## src/rtl/time_field_setter.sv

```systemverilog
// time_field_setter: keypad-driven multi-field setting FSM with per-field range check and atomic commit.
// Optional inactivity abort is built when SETTER_TIMEOUT_EN is defined.
module time_field_setter #(
  parameter int NUM_FIELDS = 3,
  parameter int DIGITS_PER_FIELD = 2,
  parameter logic [8*NUM_FIELDS-1:0] FIELD_MAX_VEC = {8'd59, 8'd59, 8'd23},
  parameter int TIMEOUT_CYCLES = 1000
) (
  input  logic clock,
  input  logic reset,
  input  logic en,
  input  logic sharp,
  input  logic star,
  input  logic digit_valid,
  input  logic [3:0] digit,
  output logic [NUM_FIELDS-1:0] field_en,
  output logic [7:0] cur_value,
  output logic [8*NUM_FIELDS-1:0] values_out,
  output logic completeSetting,
  output logic entry_err,
  output logic timeout
);
  localparam int IW = NUM_FIELDS > 1 ? $clog2(NUM_FIELDS) : 1;
  localparam logic [IW-1:0] LAST = IW'(NUM_FIELDS - 1);
  localparam logic [1:0] FULL = 2'(DIGITS_PER_FIELD);
  if (NUM_FIELDS < 1 || NUM_FIELDS > 8 || DIGITS_PER_FIELD < 1 || DIGITS_PER_FIELD > 3 ||
      TIMEOUT_CYCLES < 1 || TIMEOUT_CYCLES > 65535) begin : g_bad_param
    $error("time_field_setter: parameter out of range");
  end
  typedef enum logic [1:0] {IDLE, ENTRY, DONE} state_t;
  state_t state, state_n;
  logic [IW-1:0] idx, idx_n;
  logic [1:0] cnt, cnt_n;
  logic [7:0] cur_n, max_val;
  logic [8*NUM_FIELDS-1:0] shadow, shadow_n;
  logic armed, armed_n, err_n, digit_ok;
`ifdef SETTER_TIMEOUT_EN
  logic [15:0] tcnt, tcnt_n;
  logic tmo_n, key;
`endif
  always_comb begin
    max_val = FIELD_MAX_VEC[8*idx +: 8];
    digit_ok = digit <= 4'd9 && cnt < FULL;
    state_n = state;
    idx_n = idx;
    cnt_n = cnt;
    cur_n = cur_value;
    shadow_n = shadow;
    err_n = 1'b0;
    // armed: a new session may only start after en has been seen low since the last commit
    armed_n = !en ? 1'b1 : state == DONE ? 1'b0 : armed;
`ifdef SETTER_TIMEOUT_EN
    tmo_n = 1'b0;
    key = digit_valid | sharp | star;
`endif
    case (state)
      IDLE: begin
        idx_n = '0;
        cnt_n = '0;
        cur_n = '0;
        shadow_n = '0;
        if (en && armed) state_n = ENTRY;
      end
      ENTRY: begin
        if (!en) begin
          state_n = IDLE;
          cnt_n = '0;
          cur_n = '0;
        end else if (sharp) begin
          if (cnt == '0) err_n = 1'b1;
          else begin
            cnt_n = '0;
            cur_n = '0;
            if (cur_value > max_val) err_n = 1'b1;
            else begin
              shadow_n[8*idx +: 8] = cur_value;
              if (idx == LAST) state_n = DONE;
              else idx_n = idx + 1'b1;
            end
          end
        end else if (star) begin
          // stepping back loads the committed value as a full field; a rejected sharp clears it
          if (idx != '0) begin
            idx_n = idx - 1'b1;
            cur_n = shadow[8*idx_n +: 8];
            cnt_n = FULL;
          end
        end else if (digit_valid) begin
          if (digit_ok) begin
            cur_n = cur_value * 8'd10 + {4'd0, digit};
            cnt_n = cnt + 2'd1;
          end else err_n = 1'b1;
        end
`ifdef SETTER_TIMEOUT_EN
        else if (tcnt == 16'(TIMEOUT_CYCLES - 1)) begin
          state_n = IDLE;
          tmo_n = 1'b1;
          armed_n = 1'b0;
          cnt_n = '0;
          cur_n = '0;
        end
`endif
      end
      DONE: state_n = IDLE;
      default: state_n = IDLE;
    endcase
`ifdef SETTER_TIMEOUT_EN
    tcnt_n = (state == ENTRY && state_n == ENTRY && !key) ? tcnt + 16'd1 : '0;
`endif
  end
  always_ff @(posedge clock) begin
    if (reset) begin
      state <= IDLE;
      idx <= '0;
      cnt <= '0;
      cur_value <= '0;
      shadow <= '0;
      values_out <= '0;
      field_en <= '0;
      completeSetting <= 1'b0;
      entry_err <= 1'b0;
      armed <= 1'b1;
    end else begin
      state <= state_n;
      idx <= idx_n;
      cnt <= cnt_n;
      cur_value <= cur_n;
      shadow <= shadow_n;
      armed <= armed_n;
      field_en <= state_n == ENTRY ? NUM_FIELDS'(1) << idx_n : '0;
      completeSetting <= state == DONE;
      if (state == DONE) values_out <= shadow;
      entry_err <= err_n;
    end
  end
`ifdef SETTER_TIMEOUT_EN
  always_ff @(posedge clock) begin
    if (reset) begin
      tcnt <= '0;
      timeout <= 1'b0;
    end else begin
      tcnt <= tcnt_n;
      timeout <= tmo_n;
    end
  end
`else
  assign timeout = 1'b0;
`endif
endmodule
```

## config.mk

```make
export PLATFORM = sky130hd
export DESIGN_NAME = time_field_setter
export DESIGN_NICKNAME = d
export VERILOG_FILES = /design/src/rtl/time_field_setter.sv
export SDC_FILE = /design/constraint.sdc
export NUM_CORES = 1
export LEC_CHECK = 0
export ABC_AREA = 1
export CAP_MARGIN = 30
export CORE_MARGIN = 2
export CORE_UTILIZATION = 50
export CTS_CLUSTER_SIZE = 25
export DETAILED_ROUTE_END_ITERATION = 10
export PLACE_DENSITY_LB_ADDON = 0.05
export SYNTH_ARGS = -nofsm -noshare
export SYNTH_HDL_FRONTEND = slang
export SYNTH_SLANG_ARGS = --single-unit
```

## constraint.sdc

```tcl
create_clock -name clock -period 2.7 [get_ports clock]
set_clock_uncertainty 0.05 [all_clocks]
set_input_delay 0.54 -clock clock [delete_from_list [all_inputs] [get_ports clock]]
set_output_delay 0.54 -clock clock [all_outputs]
set_load 0.01 [all_outputs]
```

Word-level counts from Yosys, hierarchy flattened

Index checks and enable logic that the tools add are counted.

Add/subtract/negate cells: 5
$mul: 1
Magnitude comparators: 3
Equality and inequality tests: 12
Shift operators: 5
Muxes and demuxes: 43
Bitwise gates (word level): 3
Reductions and logical operators: 11

Operators by type and width:

| kind                                                                        | count |
|---|---|
| 24-bit 2-to-1 mux                                                           | 4 |
| 8-bit 2-to-1 mux                                                            | 7 |
| 24-bit case mux with 2 select lines                                         | 1 |
| 2-bit 2-to-1 mux                                                            | 20 |
| 5-bit negator with 34-bit output                                            | 1 |
| 8-bit by 34-bit variable shift with 24-bit output, first input constant     | 1 |
| 8-bit by 34-bit indexed part select with 24-bit output                      | 1 |
| 24-bit bitwise mux                                                          | 1 |
| 24-bit by 6-bit indexed part select with 8-bit output                       | 1 |
| 24-bit by 6-bit indexed part select with 8-bit output, first input constant | 1 |
| 8-bit case mux with 2 select lines                                          | 1 |
| 5-bit != test, second input constant                                        | 3 |
| 2-bit case mux with 2 select lines                                          | 3 |
| 5-bit AND reduction                                                         | 2 |
| 8-bit by 4-bit adder with 8-bit output                                      | 1 |
| 8-bit greater-than comparator                                               | 1 |
| 8-bit by 3-bit multiplier with 7-bit output, second input constant          | 1 |
| 2-bit != test, second input constant                                        | 4 |
| 1-bit 2-to-1 mux                                                            | 6 |
| 2-bit by 1-bit adder with 2-bit output, second input constant               | 2 |
| 2-bit by 1-bit equality test with 1-bit output, second input constant       | 2 |
| 2-bit equality test, second input constant                                  | 2 |
| 4-bit less-or-equal comparator, second input constant                       | 1 |
| 2-bit zero test                                                             | 2 |
| other kinds (9)                                                             | 14 |

Register bits: 68
Output and inout port bits: 38
Word-level logic and storage cells: 93

Longest topological paths before layout

Gate-level depths: netlist of the first run.

Depth in word-level cells: 10
Depth in mapped cells: 20
Depth with buffers taken out: 18

Worst setup path after synthesis of the first run

No wires, ideal clock.

Kind: reg-to-reg
Start point: register idx[0]
End point: register shadow[1]
Library setup time: 113 ps
Arrival: 2,833 ps
Required time: 2,537 ps
Slack: -296 ps
Stages on the path, launching flop included: 20
Period minus slack after synthesis: 2,996 ps
Cell sequence: dfxtp_1 > buf_2 > clkinv_1 > ha_1 > clkbuf_1 > inv_1 > ha_1 > nand2_1 > nor2_1 > nor2_1 > nand2_1 > nand2_1 > nand2_1 > nand2_2 > nand3_2 > nand2_4 > nand3_4 > buf_6 > o21ai_1 > nor2_1

Cells in the longest elaborated chain, start to end: 8

RTL lines:

| item                                                                                                                               | line | text |
|---|---|---|
| from (decl)                                                                                                                        | 32   | `logic [IW-1:0] idx, idx_n;` |
| from (signal assigned)                                                                                                             | 125  | `idx <= idx_n;` |
| 5-bit negator with 34-bit output                                                                                                   | 76   | `shadow_n[8*idx +: 8] = cur_value;` |
| 8-bit by 34-bit indexed part select with 24-bit output / 8-bit by 34-bit variable shift with 24-bit output (equally long branches) | 76   |  |
| 24-bit bitwise mux                                                                                                                 | 76   |  |
| 24-bit 2-to-1 mux                                                                                                                  | 74   | `if (cur_value > max_val) err_n = 1'b1;` |
| 24-bit 2-to-1 mux                                                                                                                  | 70   | `if (cnt == '0) err_n = 1'b1;` |
| 24-bit 2-to-1 mux                                                                                                                  | 69   | `end else if (sharp) begin` |
| 24-bit 2-to-1 mux                                                                                                                  | 65   | `if (!en) begin` |
| 24-bit case mux with 2 select lines                                                                                                | 56   | `case (state)` |
| to (signal assigned)                                                                                                               | 128  | `shadow <= shadow_n;` |
| to (decl)                                                                                                                          | 35   | `logic [8*NUM_FIELDS-1:0] shadow, shadow_n;` |

Several ways; a longest one is shown, not always the timed one. The select of a mux whose other input is x is not followed.
A chain may end at the register's enable or synchronous reset.

Worst setup path after layout of the first run

Start point: register idx[1]
End point: register shadow[12]

The elaborated chain is that of the path after synthesis.

==> run metrics, run 1 <==
hold path depth=2; mean instance size in the synthesized netlist=7.37 µm²; final-report max-slew violation count=0; clk_lat worst skew=0.35 ns; total wirelength of the detailed-routed design=9.10 mm; CTS tree=yes; slowest cell on the critical path=sky130_fd_sc_hd__dfxtp_1; gpl congestion=0.877; clock buffer count from CTS=9; Max Freq=0.407 GHz; Initial Utilization=0.507; footprint of the multi-input gates=1950 µm²; Vert. Die Dim=89.1 µm; outcome=finished, final reports clean; antenna-violating nets left=0; RSZ-0062 raised after global routing=yes; fill cell instance count of the final layout=695; final non-filler cell total=643; total buffers and inverters traversed by the critical path=3; power after layout=2.28 mW; largest fanout on the critical path=10; cell type with the highest aggregate area in the netlist=sky130_fd_sc_hd__dfxtp_1; Power per Cell Area=516 nW/µm²; Worst EP required=2.90 ns; core occupancy in the finished layout=0.618; top cells by area, synth=sky130_fd_sc_hd__dfxtp_1 38%, sky130_fd_sc_hd__nor2_1 10%, sky130_fd_sc_hd__ha_1 8.0%; Cell Area, Synth=3620 µm²; Rel. slew slack=0.592; CTS sink count=68; placed insts=627; count of flip-flops with a built-in enable after synthesis=0; Die Area=7940 µm²; largest net degree at the start of global routing=49; core outline area=7140 µm²; first-pass GRT wire length=15.2 mm; number of setup buffers added after CTS=0; final period demand of the worst path=2.46 ns; routed wire length per instance=14.2 µm; cell mode on critical path=sky130_fd_sc_hd__nand2_1; total of warnings raised by yosys=0; Seq. cell area=1360 µm²; Layout Nets=574; clock-pin slew of the registers on the worst-case setup and hold paths=0.08 ns; pre-CTS setup slack=0.0455 ns; Root Buffer Master=sky130_fd_sc_hd__clkbuf_8; count of input and output buffers=46; DRC=0; number of DRC violations after detailed-routing iteration 0=222; Post-Synthesis Net Count=526; most frequent cell after synthesis=sky130_fd_sc_hd__nor2_1; Vias per Instance=5.23; Detail Placement HPWL=6.67 mm; type of element capturing the critical path=flip-flop; FF+latch count, synth=68; Hold EP=shadow[15]$_SDFFE_PP0P_; detailed-route via count=3365; Register-to-Register Setup Slack=0.24 ns; io pins=48; clock tree buffer depth=2; Period Utilization, post-route=0.911; Setup WS post-layout=0.241 ns; area fraction of the dominant cell type after synthesis=0.376; overall routing resource usage=0.249; type of the worst setup path=reg -> reg; aggregate global routing overflow=0; Crit Reg-Reg Endpoint=shadow[12]$_SDFFE_PP0P_; iteration count of the initial detailed-routing pass=5; slowest stage delay, CP=0.34 ns; number of maximum-capacitance violations=0; final hold viol count=0; count of final setup violators=0; cells on worst reg2reg path=16; via count of the first global-routing pass=3140; Leak Pwr=2.01 nW; share of flip-flops with an asynchronous set or reset=0; proportion of synthesized chip area in sequential cells=0.376; Die W=89.1 µm; Crit path arrival time=2.66 ns; Synth Instances=491; fraction of layout instances using a drive strength above 1=0.0993; startpoint of the most critical register-to-register path=idx[1]$_SDFF_PP0_; Slew @ Worst Pin=0.611 ns; worst vdd rail ir drop=0.248 mV; CTS H-tree lvls=3; antenna violations before repair=0; path type of the worst min-delay path=reg -> reg; worst path cell trace=inv_1 -> ha_1 -> inv_1 -> ha_1 -> nand2_1 -> inv_1 -> nand4_1 -> nand2_1 -> nand2_1 -> nand2_1 -> nand2_2 -> nand3_2 -> nand2_4 -> nand3_4 -> o21ai_0 -> nor2_1; std cell rows=31; flip-flop cell with the highest count after synthesis=sky130_fd_sc_hd__dfxtp_1; antenna diode count=0; top post-synthesis cells by count=99 x sky130_fd_sc_hd__nor2_1, 69 x sky130_fd_sc_hd__nand2_1, 68 x sky130_fd_sc_hd__dfxtp_1; Area Growth Syn to Fin=21.8%; count of different cell masters after synthesis=42; kind of cell adding the most delay to the critical path=simple AND/OR/NAND/NOR gates; critical path startpoint category=flip-flop; startpoint of the lowest-slack hold path=shadow[15]$_SDFFE_PP0P_; CTS Hold Bufs=0
[worst reg2reg max path, cell delays in order (launching register included)]
cell and delay [ns]:
sky130_fd_sc_hd__dfxtp_1 0.34, sky130_fd_sc_hd__inv_1 0.10, sky130_fd_sc_hd__ha_1 0.30, sky130_fd_sc_hd__inv_1 0.08, sky130_fd_sc_hd__ha_1 0.30, sky130_fd_sc_hd__nand2_1 0.11
sky130_fd_sc_hd__inv_1 0.06, sky130_fd_sc_hd__nand4_1 0.08, sky130_fd_sc_hd__nand2_1 0.06, sky130_fd_sc_hd__nand2_1 0.05, sky130_fd_sc_hd__nand2_1 0.06, sky130_fd_sc_hd__nand2_2 0.11
sky130_fd_sc_hd__nand3_2 0.09, sky130_fd_sc_hd__nand2_4 0.14, sky130_fd_sc_hd__nand3_4 0.16, sky130_fd_sc_hd__o21ai_0 0.23, sky130_fd_sc_hd__nor2_1 0.05
[cells in the final DEF, fill, tap and decap left out, types with 2 or more instances in the layout]
cell                               n
sky130_fd_sc_hd__nand3_1          20
sky130_fd_sc_hd__o211ai_1          4
sky130_fd_sc_hd__nor2_1           99
sky130_fd_sc_hd__nor2_4            3
sky130_fd_sc_hd__bufinv_16         2
sky130_fd_sc_hd__xnor2_1           2
sky130_fd_sc_hd__fa_1              2
sky130_fd_sc_hd__nand4_1           9
sky130_fd_sc_hd__nand3_4           2
sky130_fd_sc_hd__o21ai_0          44
sky130_fd_sc_hd__dfxtp_1          68
sky130_fd_sc_hd__a21oi_2           2
sky130_fd_sc_hd__nand2_4           3
sky130_fd_sc_hd__o221ai_1          2
sky130_fd_sc_hd__nand2_1          69
sky130_fd_sc_hd__nor3_1            8
sky130_fd_sc_hd__o22ai_1           4
sky130_fd_sc_hd__nand2_2           2
sky130_fd_sc_hd__a211oi_1          3
sky130_fd_sc_hd__inv_2             7
sky130_fd_sc_hd__xor2_1            3
sky130_fd_sc_hd__a22oi_1           2
sky130_fd_sc_hd__inv_1            44
sky130_fd_sc_hd__clkdlybuf4s50_1  46
sky130_fd_sc_hd__a31oi_1           6
sky130_fd_sc_hd__ha_1             23
sky130_fd_sc_hd__clkinv_2          2
sky130_fd_sc_hd__a211oi_2          2
sky130_fd_sc_hd__clkbuf_8          9
sky130_fd_sc_hd__buf_4            11
sky130_fd_sc_hd__a21oi_1          23
sky130_fd_sc_hd__clkinv_4          2
sky130_fd_sc_hd__o21ai_1           5
[timing repair]
item / CTS / global route
resized for setup: 0 / 4
endpoints found under the setup margin: 0 / 8
hold endpoints to repair: 0 / 0
[power by group]
group / switching (mW) / total (mW) / internal (mW)
Combinational: 0.177 / 0.278 / 0.102
Clock: 0.414 / 0.938 / 0.524
Sequential: 0.0275 / 1.06 / 1.03
Total: 0.618 / 2.28 / 1.66
[worst max path at each step]
stage	startpoint	endpoint	cells past startpoint
detailed placement	digit[1]	cur_value[7]$_SDFFE_PP0P_	12
floorplan	idx[0]$_SDFF_PP0_	shadow[1]$_SDFFE_PP0P_	19
finish	idx[1]$_SDFF_PP0_	shadow[12]$_SDFFE_PP0P_	16
global route	idx[1]$_SDFF_PP0_	shadow[4]$_SDFFE_PP0P_	17
global placement	digit[1]	cur_value[7]$_SDFFE_PP0P_	12
CTS	idx[1]$_SDFF_PP0_	shadow[13]$_SDFFE_PP0P_	16
[logic make-up after synthesis]
group	share of synthesized area
and+or+nand+nor	0.274
AOI/OAI and AO/OA	0.162
buffers and inverters	0.0840
DFF	0.376
adders and majority gates	0.0906
xor gates and xnor gates	0.0121
other	0.00104
[state kept, by name (all words and copies together), names as in the netlist]
signal / flops
state: 2
completeSetting: 1
idx: 2
cur_value: 8
entry_err: 1
values_out: 24
shadow: 24
cnt: 2
field_en: 3
armed: 1
[layer usage]
layer	part of all wire	global-route usage	up-vias
li1	-	-	1710
met2	0.45	0.389	102
met4	0.016	0.0814	0
met3	0.048	0.0489	14
met5	0	0	-
met1	0.48	0.346	1539
[final cells by class]
class / instances / area share
Clock buffer: 9 / 0.0281
Clock inverter: 7 / 0.0224
Inverter: 53 / 0.0460
Multi-Input combinational cell: 350 / 0.443
Sequential cell: 68 / 0.309
Tap cell: 99 / 0.0281
Timing Repair Buffer: 57 / 0.123
[stage by stage]
step / hold slack, ns / area, µm² / setup TNS (ns)
final: 0.418 / 4410 / 0
after global routing: 0.428 / 4410 / -0.118
after CTS: 0.417 / 4410 / 0
after detailed placement: 0.399 / 4190 / 0
after global placement: 0.397 / 4190 / 0
after floorplan: 0.379 / 3630 / 0
(Power assumes the default switching activity.)
==> run 2: changes to the inputs <==
--- a/config.mk
+++ b/config.mk
@@ -6,11 +6,11 @@
 export NUM_CORES = 1
 export LEC_CHECK = 0
 export ABC_AREA = 1
-export CAP_MARGIN = 30
 export CORE_MARGIN = 2
 export CORE_UTILIZATION = 50
 export CTS_CLUSTER_SIZE = 25
 export DETAILED_ROUTE_END_ITERATION = 10
+export HOLD_SLACK_MARGIN = 0.12
 export PLACE_DENSITY_LB_ADDON = 0.05
 export SYNTH_ARGS = -nofsm -noshare
 export SYNTH_HDL_FRONTEND = slang
==> results of run 2 <==
The final DEF is identical to that of run 1; final timing and power are the same.
